[src/rtl/decode_shape.sv]
// rtl/decode_shape.sv - recovers shape code and leftmost column from a two-row piece bitmap
module decode_shape #(
    parameter int WIDTH = 10
) (
    input  logic           clk,
    input  logic           reset,
    input  logic [1:WIDTH] line1,
    input  logic [1:WIDTH] line2,
    input  logic           in_valid,
    output logic           in_ready,
    output logic           out_valid,
    input  logic           out_ready,
    output logic [2:0]     out_shape,
    output logic [3:0]     out_col,
    output logic           out_match,
    output logic           out_empty
);

    typedef enum logic [1:0] {
        S_IDLE,
        S_SCAN,
        S_MATCH,
        S_DONE
    } state_t;

    localparam logic [3:0] CNT_LAST = 4'(WIDTH - 1);

    state_t         state_q, state_d;
    logic [1:WIDTH] r1_q, r1_d;
    logic [1:WIDTH] r2_q, r2_d;
    logic [3:0]     cnt_q, cnt_d;
    logic           empty_q, empty_d;
    logic           out_valid_q, out_valid_d;
    logic [2:0]     out_shape_q, out_shape_d;
    logic [3:0]     out_col_q, out_col_d;
    logic           out_match_q, out_match_d;
    logic           out_empty_q, out_empty_d;

    logic [2:0]     code;
    logic           tail;

    // Window classifier: anything to the right of column 4 makes the bitmap illegal.
    always_comb begin
        tail = 1'b0;
        for (int i = 5; i <= WIDTH; i++) begin
            tail = tail | r1_q[i] | r2_q[i];
        end
        case ({r1_q[1:4], r2_q[1:4]})
            8'b1100_1100: code = 3'd1;
            8'b1110_0100: code = 3'd2;
            8'b0110_1100: code = 3'd3;
            8'b1100_0110: code = 3'd4;
            8'b0010_1110: code = 3'd5;
            8'b1000_1110: code = 3'd6;
            8'b0000_1111: code = 3'd7;
            default:      code = 3'd0;
        endcase
    end

    always_comb begin
        state_d     = state_q;
        r1_d        = r1_q;
        r2_d        = r2_q;
        cnt_d       = cnt_q;
        empty_d     = empty_q;
        out_valid_d = out_valid_q;
        out_shape_d = out_shape_q;
        out_col_d   = out_col_q;
        out_match_d = out_match_q;
        out_empty_d = out_empty_q;
        in_ready    = (state_q == S_IDLE);

        case (state_q)
            S_IDLE: begin
                if (in_valid) begin
                    r1_d    = line1;
                    r2_d    = line2;
                    cnt_d   = 4'd0;
                    empty_d = 1'b0;
                    state_d = S_SCAN;
                end
            end
            S_SCAN: begin
                if (r1_q[1] | r2_q[1]) begin
                    state_d = S_MATCH;
                end else if (cnt_q == CNT_LAST) begin
                    empty_d = 1'b1;
                    state_d = S_MATCH;
                end else begin
                    r1_d  = {r1_q[2:WIDTH], 1'b0};
                    r2_d  = {r2_q[2:WIDTH], 1'b0};
                    cnt_d = cnt_q + 4'd1;
                end
            end
            S_MATCH: begin
                out_valid_d = 1'b1;
                state_d     = S_DONE;
                if (empty_q) begin
                    out_shape_d = 3'd0;
                    out_col_d   = 4'd0;
                    out_match_d = 1'b0;
                    out_empty_d = 1'b1;
                end else begin
                    out_col_d   = cnt_q + 4'd1;
                    out_empty_d = 1'b0;
                    if (!tail && code != 3'd0) begin
                        out_shape_d = code;
                        out_match_d = 1'b1;
                    end else begin
                        out_shape_d = 3'd0;
                        out_match_d = 1'b0;
                    end
                end
            end
            S_DONE: begin
                if (out_ready) begin
                    out_valid_d = 1'b0;
                    state_d     = S_IDLE;
                end
            end
            default: state_d = S_IDLE;
        endcase
    end

    always_ff @(posedge clk) begin
        if (reset) begin
            state_q     <= S_IDLE;
            r1_q        <= '0;
            r2_q        <= '0;
            cnt_q       <= 4'd0;
            empty_q     <= 1'b0;
            out_valid_q <= 1'b0;
            out_shape_q <= 3'd0;
            out_col_q   <= 4'd0;
            out_match_q <= 1'b0;
            out_empty_q <= 1'b0;
        end else begin
            state_q     <= state_d;
            r1_q        <= r1_d;
            r2_q        <= r2_d;
            cnt_q       <= cnt_d;
            empty_q     <= empty_d;
            out_valid_q <= out_valid_d;
            out_shape_q <= out_shape_d;
            out_col_q   <= out_col_d;
            out_match_q <= out_match_d;
            out_empty_q <= out_empty_d;
        end
    end

    assign out_valid = out_valid_q;
    assign out_shape = out_shape_q;
    assign out_col   = out_col_q;
    assign out_match = out_match_q;
    assign out_empty = out_empty_q;

endmodule

[config.mk]
export PLATFORM = sky130hd
export DESIGN_NAME = decode_shape
export DESIGN_NICKNAME = d
export VERILOG_FILES = /design/src/rtl/decode_shape.sv
export SDC_FILE = /design/constraint.sdc
export NUM_CORES = 1
export LEC_CHECK = 0
export ABC_AREA = 1
export BUFFER_PORTS_ARGS = -buffer_cell sky130_fd_sc_hd__buf_2
export CORE_MARGIN = 8
export CORE_UTILIZATION = 59
export DETAILED_ROUTE_END_ITERATION = 7
export PLACE_DENSITY_LB_ADDON = 0.2
export SYNTH_ARGS = -nofsm -noshare
export SYNTH_HDL_FRONTEND = slang
export SYNTH_SLANG_ARGS = --single-unit
[constraint.sdc]
create_clock -name clk -period 3.5 [get_ports clk]
set_clock_uncertainty 0.2 [all_clocks]
set_input_delay 0.525 -clock clk [delete_from_list [all_inputs] [get_ports clk]]
set_output_delay 0.525 -clock clk [all_outputs]
set_load 0.1 [all_outputs]
[After elaboration in Yosys (flattened, before gate mapping)]
Index checks and enable logic that the tools add are counted.
Operators by class
  add/sub/neg operators: 1
  multipliers: 0
  divide/modulo/power cells: 0
  $lt $le $gt $ge: 0
  equality and inequality tests: 17
  shift operators: 0
  multiplexer cells: 30
  bitwise operators: 12
  reduce and logical (&&, ||, !) cells: 10
Operators by type and width (number)
  $mux W10: 6
  $pmux W10 S2: 2
  $eq A8 B8 Y1 const B: 4
  $pmux W3 S7: 1
  $mux W4: 4
  $or A1 B1 Y1: 12
  $ne A2 B2 Y1 const B: 5
  $eq A8 B4 Y1 const B: 1
  $eq A8 B6 Y1 const B: 1
  $eq A8 B7 Y1 const B: 1
  $mux W2: 4
  $pmux W2 S4: 1
  $pmux W4 S2: 1
  $reduce_and A4 Y1: 2
  $mux W1: 7
  $mux W3: 2
  $add A4 B1 Y4 const B: 1
  $eq A2 B2 Y1 const B: 2
  $eq A4 B4 Y1 const B: 1
  $pmux W1 S2: 2
  $reduce_bool A2 Y1: 2
  $ne A3 B3 Y1 const B: 1
  $reduce_and A3 Y1: 1
  $reduce_bool A3 Y1: 1
  5 further kinds: 5
Storage, ports and cells
  register bits: 37
  latch bits: 0
  bits in writable memories: 0
  memory bits (read-only): 0
  output and inout bits: 11
  logic and storage cells: 80
  memories: 0

[Longest topological paths before layout]
  word-level depth: 15
  mapped depth: 11
  depth with buffers taken out: 11

[Least setup slack after synthesis]
OpenSTA, ideal clock, no wires.
  path type: flip-flop to flip-flop
  start point: register state_q[0]
  end point: register r1_q[1] (netlist name)
  setup time: 119 ps
  data arrival time: 2049 ps
  data required time: 3181 ps
  path slack: 1132 ps
  cell stages (with the launch flop): 10
  clock period less this slack: 2368 ps
  cell sequence: dfxtp_1 inv_1 ha_1 inv_1 or2_1 nand2_2 inv_2 nand2_4 buf_2 a21oi_1
Between the ends
  word-level cells in the longest chain between the ends: 3
  elaborated cells between the ends (all ways): 8
RTL lines
  from (decl): line 28  | state_t state_q, state_d;
  from (signal assigned): line 138  | state_q <= state_d;
  $logic_not A2 Y1 *
  via in_ready: line 10  | output logic in_ready,
  $ne A2 B2 Y1 (no line) or $reduce_bool A2 Y1 (tied branches)
  $reduce_and A4 Y1 (no line)
  to (signal assigned): line 139  | r1_q <= r1_d;
  to (decl): line 29  | logic [1:WIDTH] r1_q, r1_d;
The timed path passes the listed nets; every way through them passes the cells marked *.
A chain may end at the register's enable or synchronous reset.

[Worst setup path after layout]
  start point: register state_q[1]
  end point: register r2_q[3] (netlist name)
Between the ends
  word-level cells in the longest chain between the ends: 3
  elaborated cells between the ends (all ways): 8
RTL lines
  $eq A2 B1 Y1 or $logic_not A2 Y1 (tied branches): line 73  | case (state_q)
  $ne A2 B2 Y1 (no line) or $reduce_bool A2 Y1 (tied branches)
  $reduce_and A4 Y1 (no line)
  to (signal assigned): line 140  | r2_q <= r2_d;
  to (decl): line 30  | logic [1:WIDTH] r2_q, r2_d;
Parallel ways exist; a longest one is shown, timed or not.

==> results.ini <==
[place]
dp_hpwl_mm = 2.88
globalplace.congestion = 0.769
port_buffers = 34

[sta]
clock.fmax_mhz = 444
min_period_ps = 2250
period_share_pct = 64.3
hold_viol = 0
maxSlewHeadroom_pct = 57.7
setup-tns-final_ps = 0
worst_slew_pin_slew_ps = 633
setup_violations = 0
drv_slew = 0
rsz0062_at_grt = false
hold_ws_ps = 200

[logic_synthesis]
synth.distinct_cells = 26
synth_area_leader_cell = dfxtp_1
syn_area_per_cell_sq_um = 6.70
synth_compound_area_share_pct = 21.3
synth-simple-area-share_pct = 24.5
synth.area.mux_share_pct = 0
synth_fp_nets = 310
synth_top_area_share_pct = 39.5
syn_area_sq_um = 1880
synthAdderAreaFrac_pct = 4.00
yosysWarnings = 0
seq_area_frac_synth_pct = 39.5
synth_xor_area_share_pct = 0.934
syn_inst = 280
synth_top_family_by_area = simple AND/OR/NAND/NOR gates
synth-seq-cells = 37
synthTopCellsByArea = dfxtp_1, nand2_1, a21oi_1, o21ai_0, inv_1

[critical_path]
start_kind = register
cp_data_arrival_time_ps = 2270
cp_max_fo = 41
end_kind = register
worst-setup-path-type = reg2reg
cp_data_required_time_ps = 3520

[clock_tree]
holdBufCountCts = 0
cts_root_buffer = clkbuf_4
cts_tree = yes
cts.clk_slew.worst_paths_ps = 110
post-cts-setup-buffer-count = 0
cts.sinks = 37
clockBufferDepth = 2
cts_max_level = 2
cts_buffers = 5
clkLatencyLatePin_ps = 350
cts.repair.resized = 0

[floorplanning]
io_pins = 35
die_w_microns = 72.4
row_count = 20
coreArea_sq_um = 3030
start_util_pct = 61.9
die_y_microns = 72.4
die_area_sq_um = 5240

[worst_hold_path]
worstHoldPathType = in2reg

[grt]
grt_pass1_vias = 1583
antenna_found_initial = 0
grt_usage_pct = 15.8
grt_max_degree = 42
grt_overflow = 0
grt_pass1_wl_mm = 6.69

[pwr]
p_per_area_nw_per_um2 = 790
p_leak_uw = 0.00100
ir_drop_v = 0.000644

[route]
vias_per_cell = 5.08
drc = 0
post_drt_wl_per_cell_microns = 11.0
drtIter0Drc = 74
antenna_left = 0
num_vias = 1805
drtPass1Iterations = 4
drt_wl_total_mm = 3.91

[finish]
drive_above_1_share_pct = 15.1
nets = 341
n_antenna_cell = 0
area_delta_synth_final_pct = 12.5

[flow_run]
drv_cap = 0

[outcome]
outcome = complete, no violations

## final cells by class
type,count,area [sq um]
fill,274,917
tap,44,55.1
timing repair buffer,34,170
clock buffer,5,37.5
inverter,32,120
clock inverter,2,35.0
sequential,37,741
multi-input combinational,201,952
## metrics by stage
stage | std cells | instance area (sq um) | util (%) | power [uW] | setup WS [ps]
3_3_place_gp | 348 | 2040 | 67.3 | 1380 | 1320
4_1_cts | 355 | 2110 | 69.7 | 1680 | 1230
6_report | 355 | 2110 | 69.7 | 1670 | 1250
5_1_grt | 355 | 2110 | 69.7 | 1820 | 988
2_1_floorplan | 280 | 1880 | - | 1310 | 1130
3_5_place_dp | 348 | 2040 | 67.3 | 1390 | 1270
## cells in the final DEF (no fill, tap or decap)
master / Yosys / layout
nand2_2: 1 / 1
o21ai_1: 18 / 18
inv_2: 3 / 3
o211a_1: 1 / 1
clkinv_2: 0 / 1
nor2_1: 24 / 24
xor2_1: 1 / 1
nor3_1: 3 / 3
nand2_4: 1 / 1
a21oi_1: 33 / 33
and2_1: 1 / 1
xnor2_1: 1 / 1
bufinv_16: 0 / 1
dfxtp_1: 37 / 37
a22oi_1: 1 / 1
o21ai_0: 24 / 24
nand2_1: 78 / 78
ha_1: 6 / 6
nand3_1: 4 / 4
nand4_1: 1 / 1
a31oi_1: 1 / 1
inv_1: 29 / 29
buf_2: 2 / 34
nor2_2: 1 / 1
clkbuf_4: 0 / 5
or2_1: 1 / 1
## kinds of logic after synthesis
logic type,after synthesis
AOI/OAI and AO/OA,78
xor gates and xnor gates,2
adders and majority gates,6
buffers and inverters,42
DFF,37
and+or+nand+nor,115
## critical path, cell delays in order, from the launching register on
cell     delay, ps
dfxtp_1        380
inv_1           70
ha_1           250
inv_2          380
nand2_1         90
nand2_1         90
nand2_2         70
inv_2           80
nand2_4        210
o21ai_0        230
a21oi_1         50
## final timing paths
kind | from | end | cells past startpoint | slack [ps]
worst min-delay path | line1[10] | r1_q[10] | 3 | 200
worst max-delay path | state_q[1] | r2_q[3] | 10 | 1250
worst min register to register | out_shape[2] | out_shape[2] | 2 | 270
worst max register to register | state_q[1] | r2_q[3] | 10 | 1250
## synthesized netlist by cell type
master	count
a22oi_1	1
nand2_4	1
nor2_2	1
o21ai_0	24
or2_1	1
nor3_1	3
inv_1	29
nor2_1	24
buf_2	2
nand2_2	1
o211a_1	1
nand2_1	78
ha_1	6
and2_1	1
dfxtp_1	37
buf_6	3
a21oi_1	33
inv_2	3
xor2_1	1
o21ai_1	18
buf_1	1
nand4_1	1
a31oi_1	1
clkbuf_1	4
nand3_1	4
xnor2_1	1
## sequential cells by signal, summed over array words and instances, names as in the netlist
register and cells:
r2_q 10, cnt_q 4, out_match 1, state_q 2, r1_q 10, out_col 4
out_empty 1, out_valid 1, out_shape 3, empty_q 1
## power by group
| part | switching [uW] | leakage [uW] | internal (uW) |
|---|---|---|---|
| clock | 138 | 0.0000410 | 145 |
| sequential | 62.5 | 0.000304 | 531 |
| combinational | 588 | 0.000657 | 203 |
| total | 788 | 0.00100 | 879 |
## metal layers
layer	global-route usage [%]	vias up	part of all wire, %	wire length [microns]
met5	0	-	0	0
met4	6.00	0	1.4	53
met3	5.51	7	5.1	200
met2	25.6	38	46	1800
met1	18.7	794	47	1850
li1	-	966	-	-
Power figures use the tool's default switching activity.
